--- src/rtl/rom_loader_responder.sv ---
// Purpose: SoC-side ROM-loader responder; numbers incoming words 0,1,2... and writes each one to the ROM controller.
// Latency: load_received 1 cycle after load; write request 1 cycle after load drops; ack 1 cycle after write done.
// Backpressure: one word in flight; the initiator waits for ack, and the controller stalls us by withholding done.
module rom_loader_responder #(
    parameter int DATA_WIDTH    = 16,
    parameter int ADDRESS_WIDTH = 16
) (
    input  logic                     clk,
    input  logic                     reset_n,
    input  logic                     rom_loader_reset,
    input  logic                     rom_loader_load,
    input  logic [DATA_WIDTH-1:0]    rom_loader_data,
    output logic                     rom_loader_load_received,
    output logic                     rom_loader_ack,
    output logic                     mem_write_req,
    output logic [ADDRESS_WIDTH-1:0] mem_write_addr,
    output logic [DATA_WIDTH-1:0]    mem_write_data,
    input  logic                     mem_write_done,
    output logic [ADDRESS_WIDTH:0]   words_loaded,
    output logic                     overflow
);

    typedef enum logic [1:0] {S_IDLE, S_RECEIVED, S_WRITE, S_ACK} state_t;

    state_t                   r_state, w_state_nxt;
    logic [ADDRESS_WIDTH-1:0] r_addr, w_addr_nxt;
    logic [ADDRESS_WIDTH:0]   r_words, w_words_nxt;
    logic [DATA_WIDTH-1:0]    r_data, w_data_nxt;
    logic                     r_ovf, w_ovf_nxt;
    logic                     r_pend, w_pend_nxt;
    logic                     r_lr, w_lr_nxt;
    logic                     r_ack, w_ack_nxt;
    logic                     r_req, w_req_nxt;
    logic                     w_full;

    // ROM is full once exactly 2**ADDRESS_WIDTH words have been written
    assign w_full = r_words[ADDRESS_WIDTH];

    assign rom_loader_load_received = r_lr;
    assign rom_loader_ack           = r_ack;
    assign mem_write_req            = r_req;
    assign mem_write_addr           = r_addr;
    assign mem_write_data           = r_data;
    assign words_loaded             = r_words;
    assign overflow                 = r_ovf;

    // State and output registers
    always_ff @(posedge clk or negedge reset_n) begin
        if (!reset_n) begin
            r_state <= S_IDLE;
            r_addr  <= '0;
            r_words <= '0;
            r_data  <= '0;
            r_ovf   <= 1'b0;
            r_pend  <= 1'b0;
            r_lr    <= 1'b0;
            r_ack   <= 1'b0;
            r_req   <= 1'b0;
        end else begin
            r_state <= w_state_nxt;
            r_addr  <= w_addr_nxt;
            r_words <= w_words_nxt;
            r_data  <= w_data_nxt;
            r_ovf   <= w_ovf_nxt;
            r_pend  <= w_pend_nxt;
            r_lr    <= w_lr_nxt;
            r_ack   <= w_ack_nxt;
            r_req   <= w_req_nxt;
        end
    end

    // Handshake sequencing: next state and next register values
    always_comb begin
        w_state_nxt = r_state;
        w_addr_nxt  = r_addr;
        w_words_nxt = r_words;
        w_data_nxt  = r_data;
        w_ovf_nxt   = r_ovf;
        w_pend_nxt  = r_pend;
        w_lr_nxt    = r_lr;
        w_ack_nxt   = 1'b0;
        w_req_nxt   = r_req;
        case (r_state)
            S_IDLE: begin
                if (rom_loader_reset) begin
                    w_addr_nxt  = '0;
                    w_words_nxt = '0;
                    w_ovf_nxt   = 1'b0;
                end else if (rom_loader_load) begin
                    w_data_nxt  = rom_loader_data;
                    w_lr_nxt    = 1'b1;
                    w_state_nxt = S_RECEIVED;
                end
            end
            S_RECEIVED: begin
                if (rom_loader_reset) begin
                    // abandon the captured word; nothing has been written yet
                    w_addr_nxt  = '0;
                    w_words_nxt = '0;
                    w_ovf_nxt   = 1'b0;
                    w_lr_nxt    = 1'b0;
                    w_state_nxt = S_IDLE;
                end else if (!rom_loader_load) begin
                    w_lr_nxt = 1'b0;
                    if (w_full) begin
                        // no room: ack so the initiator keeps going, but flag it
                        w_ovf_nxt   = 1'b1;
                        w_ack_nxt   = 1'b1;
                        w_state_nxt = S_ACK;
                    end else begin
                        w_req_nxt   = 1'b1;
                        w_state_nxt = S_WRITE;
                    end
                end
            end
            S_WRITE: begin
                // a session reset cannot abort a write the controller already owns
                if (rom_loader_reset)
                    w_pend_nxt = 1'b1;
                if (mem_write_done) begin
                    w_req_nxt = 1'b0;
                    if (r_pend || rom_loader_reset) begin
                        w_addr_nxt  = '0;
                        w_words_nxt = '0;
                        w_ovf_nxt   = 1'b0;
                        w_pend_nxt  = 1'b0;
                        w_state_nxt = S_IDLE;
                    end else begin
                        w_addr_nxt  = r_addr + ADDRESS_WIDTH'(1);
                        w_words_nxt = r_words + (ADDRESS_WIDTH + 1)'(1);
                        w_ack_nxt   = 1'b1;
                        w_state_nxt = S_ACK;
                    end
                end
            end
            S_ACK: begin
                w_state_nxt = S_IDLE;
            end
            default: begin
                w_state_nxt = S_IDLE;
            end
        endcase
    end

endmodule

--- config.mk ---
export PLATFORM = sky130hd
export DESIGN_NAME = rom_loader_responder
export DESIGN_NICKNAME = d
export VERILOG_FILES = /design/src/rtl/rom_loader_responder.sv
export SDC_FILE = /design/constraint.sdc
export NUM_CORES = 1
export LEC_CHECK = 0
export CAP_MARGIN = 25
export CORE_UTILIZATION = 45
export CTS_CLUSTER_DIAMETER = 80
export DETAILED_ROUTE_END_ITERATION = 8
export GPL_ROUTABILITY_DRIVEN = 1
export GPL_TIMING_DRIVEN = 0
export HOLD_SLACK_MARGIN = 0.02
export PLACE_DENSITY_LB_ADDON = 0.08
export SLEW_MARGIN = 20
export SYNTH_ARGS = -nofsm -noshare
export SYNTH_HDL_FRONTEND = slang
export SYNTH_SLANG_ARGS = --single-unit
--- constraint.sdc ---
create_clock -name clk -period 4 [get_ports clk]
set_input_delay 0.8 -clock clk [delete_from_list [all_inputs] [get_ports clk]]
set_output_delay 0.8 -clock clk [all_outputs]
set_load 0.02 [all_outputs]
==> flow_metrics.py <==
metrics = {
    "clock_network": {
        "worstSkewPairLatency_ns": 0.31,
        "numCtsBuffers": 5,
        "post_cts_setup_driven_buffer_insertion_count": 0,
        "htreeDepth": 2,
        "numClockSinks": 56,
        "cts.reportedPaths.clkPinSlew_ns": 0.10,
        "gates_resized_cts_repair": 0,
        "holdBufCountCts": 0,
        "ctsRootBufferMaster": "sky130_fd_sc_hd__clkbuf_8",
        "tritoncts": "built",
        "cts.path.max_buffers": 2,
    },
    "detailed_routing": {
        "via_density_per_instance": 5.56,
        "wl_per_cell_um": 15.3,
        "first_iter_violations": 144,
        "vias": 2378,
        "drt_first_pass_iters": 4,
        "detail_route.wirelength_um": 6530,
        "antenna_violating_nets_left": 0,
        "detail_route.drc_violations": 0,
    },
    "synthesis": {
        "mappedNetlistArea_um2": 2790,
        "yosys.cell_types.count": 43,
        "synth_top_area_share_pct": 50.2,
        "synth.top_cells.by_area": "sky130_fd_sc_hd__dfrtp_1 (50%), sky130_fd_sc_hd__mux2_2 (6.9%), sky130_fd_sc_hd__o21ai_0 (4.8%)",
        "synth_top_cell_by_area": "sky130_fd_sc_hd__dfrtp_1",
        "ys_ff_latch": 56,
        "synth_warnings": 0,
        "yosysSeqAreaShare_pct": 50.2,
        "avgSynthCellArea_um2": 10.2,
        "number_of_standard_cells_after_synthesis": 273,
        "synth_fp_nets": 300,
    },
    "final_layout": {
        "final-seq-area_um2": 1400,
        "antennaDiodeCount": 0,
        "multiInputGateArea_um2": 1300,
        "drive_gt1_share_pct": 11.6,
        "post_layout_nonfiller_instances": 428,
        "finalInstanceArea_um2": 3710,
        "finalNetCount": 379,
        "filler_cell_count": 527,
        "area.growth.synth_to_final_pct": 33.1,
    },
    "timing": {
        "postLayoutSetupSlackWorst_ns": 1.43,
        "whs_ns": 0.512,
        "setup_total_negative_slack_ns": 0,
        "final.period_utilization_pct": 64.2,
        "slew_headroom_pct": 53.1,
        "clock-skew-final_ns": 0.00804,
        "report.final.setup_viol": 0,
        "max_freq_mhz": 390,
        "timing.final.max_slew_violations": 0,
        "tightestPinTransition_ns": 0.703,
        "final_count_of_hold_timing_violations": 0,
        "finalCriticalPeriod_ns": 2.57,
        "setup_repair_after_global_routing_missed_its_margin": "false",
    },
    "floorplanning": {
        "die_w_um": 80.7,
        "num_rows": 28,
        "initial_util_pct": 46.8,
        "floorplan.core_area_um2": 5960,
        "fp.dieH_um": 80.7,
        "boundaryPins": 74,
        "die-area_um2": 6520,
    },
    "worst_setup_path": {
        "crit_path_max_fanout": 10,
        "top_family_by_delay_on_critical_path": "buffers and inverters",
        "timing.critical_path.slowest_cell_delay_ns": 0.59,
        "worst-endpoint-arrival_ns": 2.77,
        "worst_ep_required_time_ns": 4.20,
        "worstPathBufferInverterCount": 3,
        "setup.worst_path.end_class": "flip-flop",
        "critical_path.slowest_cell": "sky130_fd_sc_hd__clkdlybuf4s50_1",
        "start_to_end_type_of_the_worst_setup_path": "in -> reg",
        "crit_chain": "clkdlybuf4s50_1, nor2b_1, a21o_1, buf_2, nor2_1, buf_2, nor2_1",
        "startpoint_kind_of_the_worst_setup_timing_path": "input port",
        "worst_setup_path_startpoint": "mem_write_done",
        "reg2reg_from": "r_state[0]$_DFFE_PN0P_",
    },
    "placed_design": {
        "dp_slack_ns": 1.11,
        "dp_cells": 420,
        "routabilityCongestion": 0.766,
        "place_area_um2": 3600,
        "place.port_buffers": 72,
        "detailed_place_hpwl_um": 4460,
    },
    "grt": {
        "global_route.usage.total_pct": 20.6,
        "pin_count_of_the_biggest_net_entering_global_routing": 57,
        "first_pass_grt_wire_length_um": 10300,
        "grt_pass1_vias": 2196,
        "grt_antenna_before_repair": 0,
        "grt_overflow": 0,
    },
    "power_and_ir_drop": {
        "power.static_leakage_nw": 1.50,
        "maximum_ir_drop_on_the_vdd_rail_uv": 310,
        "power_per_cell_area_nw_per_um2": 487,
    },
    "min_path": {
        "min-delay-start": "mem_write_data[2]$_DFFE_PN0P_",
        "hold_path_class": "reg -> reg",
    },
    "flow_run": {
        "maximum_capacitance_violations": 0,
    },
    "run_status": {
        "outcome": "finished clean",
    },
}
-- stage by stage --
stage | utilization (%) | power [mW]
after floorplan | - | 1.15
after global placement | 60.5 | 1.43
after detailed placement | 60.5 | 1.45
after CTS | 62.3 | 1.83
after global routing | 62.3 | 1.91
final | 62.3 | 1.81
-- final cells by class --
cell class                 count  share of cell area [%]
timing repair buffer          72                    19.3
clock buffer                   5                    1.85
sequential                    56                    37.7
inverter                       9                   0.910
buffer                        11                    1.45
multi-input combinational    197                    35.0
clock inverter                 3                    1.15
tap                           75                    2.53
-- kinds of logic (layout without fill, tap and decap cells) --
family	count (synthesis)	after routing	share of synthesized area (%)
buf+inv	20	100	3.14
compound gates	78	78	16.9
xor+xnor	1	1	0.314
mux	18	18	7.22
fa+ha+maj	6	6	2.69
flops	56	56	50.2
simple gates	94	94	19.5
-- power breakdown --
| group | total (mW) | leakage, nW | switching (mW) | internal (mW) |
|---|---|---|---|---|
| clock network | 0.373 | 0.0541 | 0.188 | 0.186 |
| registers | 0.736 | 0.736 | 0.0636 | 0.673 |
| logic | 0.699 | 0.709 | 0.366 | 0.333 |
| total | 1.81 | 1.50 | 0.617 | 1.19 |
-- worst register-to-register path: cells and delay by family, from the launching register on --
family | cells | cell delay, ns
buffers and inverters | 3 | 0.64
AOI/OAI and AO/OA | 1 | 0.21
DFF | 1 | 0.45
adders and majority gates | 1 | 0.30
and+or+nand+nor | 3 | 0.70
-- path summary, 6_finish.rpt --
| kind | cells after the start | end | slack, ns |
|---|---|---|---|
| worst max register to register | 8 | mem_write_addr[6]$_DFFE_PN0P_ | 1.60 |
| worst min-delay path | 1 | mem_write_data[2]$_DFFE_PN0P_ | 0.51 |
| worst min register to register | 1 | mem_write_data[2]$_DFFE_PN0P_ | 0.51 |
| max in group asynchronous | 1 | mem_write_addr[6]$_DFFE_PN0P_ | 3.01 |
| worst max-delay path | 7 | mem_write_addr[6]$_DFFE_PN0P_ | 1.43 |
| min in group asynchronous | 1 | mem_write_req$_DFFE_PN0P_ | 0.54 |
-- cell usage in the layout (no fill, tap or decap), types with 2 or more instances in the layout --
| master | n |
|---|---|
| sky130_fd_sc_hd__nor4_1 | 3 |
| sky130_fd_sc_hd__or4_1 | 9 |
| sky130_fd_sc_hd__clkbuf_1 | 3 |
| sky130_fd_sc_hd__and2_1 | 3 |
| sky130_fd_sc_hd__clkbuf_8 | 5 |
| sky130_fd_sc_hd__nor2_1 | 6 |
| sky130_fd_sc_hd__nor2b_1 | 5 |
| sky130_fd_sc_hd__and4_1 | 3 |
| sky130_fd_sc_hd__buf_2 | 7 |
| sky130_fd_sc_hd__o31a_1 | 4 |
| sky130_fd_sc_hd__inv_1 | 9 |
| sky130_fd_sc_hd__nand3_1 | 16 |
| sky130_fd_sc_hd__dfrtp_1 | 56 |
| sky130_fd_sc_hd__o21a_1 | 3 |
| sky130_fd_sc_hd__nand4_1 | 5 |
| sky130_fd_sc_hd__and3_1 | 4 |
| sky130_fd_sc_hd__clkdlybuf4s50_1 | 71 |
| sky130_fd_sc_hd__a31oi_1 | 3 |
| sky130_fd_sc_hd__o31ai_1 | 9 |
| sky130_fd_sc_hd__nand2b_1 | 2 |
| sky130_fd_sc_hd__o21ai_0 | 27 |
| sky130_fd_sc_hd__a21oi_1 | 23 |
| sky130_fd_sc_hd__o211ai_1 | 2 |
| sky130_fd_sc_hd__nand2_1 | 22 |
| sky130_fd_sc_hd__or3_1 | 8 |
| sky130_fd_sc_hd__ha_1 | 6 |
| sky130_fd_sc_hd__buf_4 | 2 |
| sky130_fd_sc_hd__mux2_2 | 17 |
-- layer usage --
metal | vias to the layer above | part of all wire (%) | global-route usage (%)
li1 | 1168 | - | -
met1 | 1133 | 48 | 27.2
met5 | - | 0 | 0
met4 | 0 | 1.1 | 7.50
met2 | 70 | 45 | 33.1
met3 | 7 | 6.3 | 4.66
-- synth_stat cells, drive strengths merged --
cell	number
and3	4
inv	9
nor2b	5
buf	8
mux2i	1
or4	9
nand4	6
mux2	17
a31oi	3
nor2	6
o21ai	27
a211oi	1
nand2b	3
o211ai	2
o31a	4
and2	3
clkbuf	3
a21oi	24
a2111o	1
ha	6
o31ai	9
nor3	1
nor4	3
or3	9
xnor2	1
o21a	3
a211o	1
nor3b	2
dfrtp	56
nand2	22
and4	3
nand3	17
a21o	1
or3b	1
a311oi	1
a221oi	1
-- registers in the layout, indices dropped and copies added (netlist names) --
| name | count |
|---|---|
| overflow | 1 |
| mem_write_data | 16 |
| rom_loader_load_received | 1 |
| r_state | 2 |
| mem_write_req | 1 |
| mem_write_addr | 16 |
| r_pend | 1 |
| rom_loader_ack | 1 |
| words_loaded | 17 |
(Power assumes the default switching activity.)
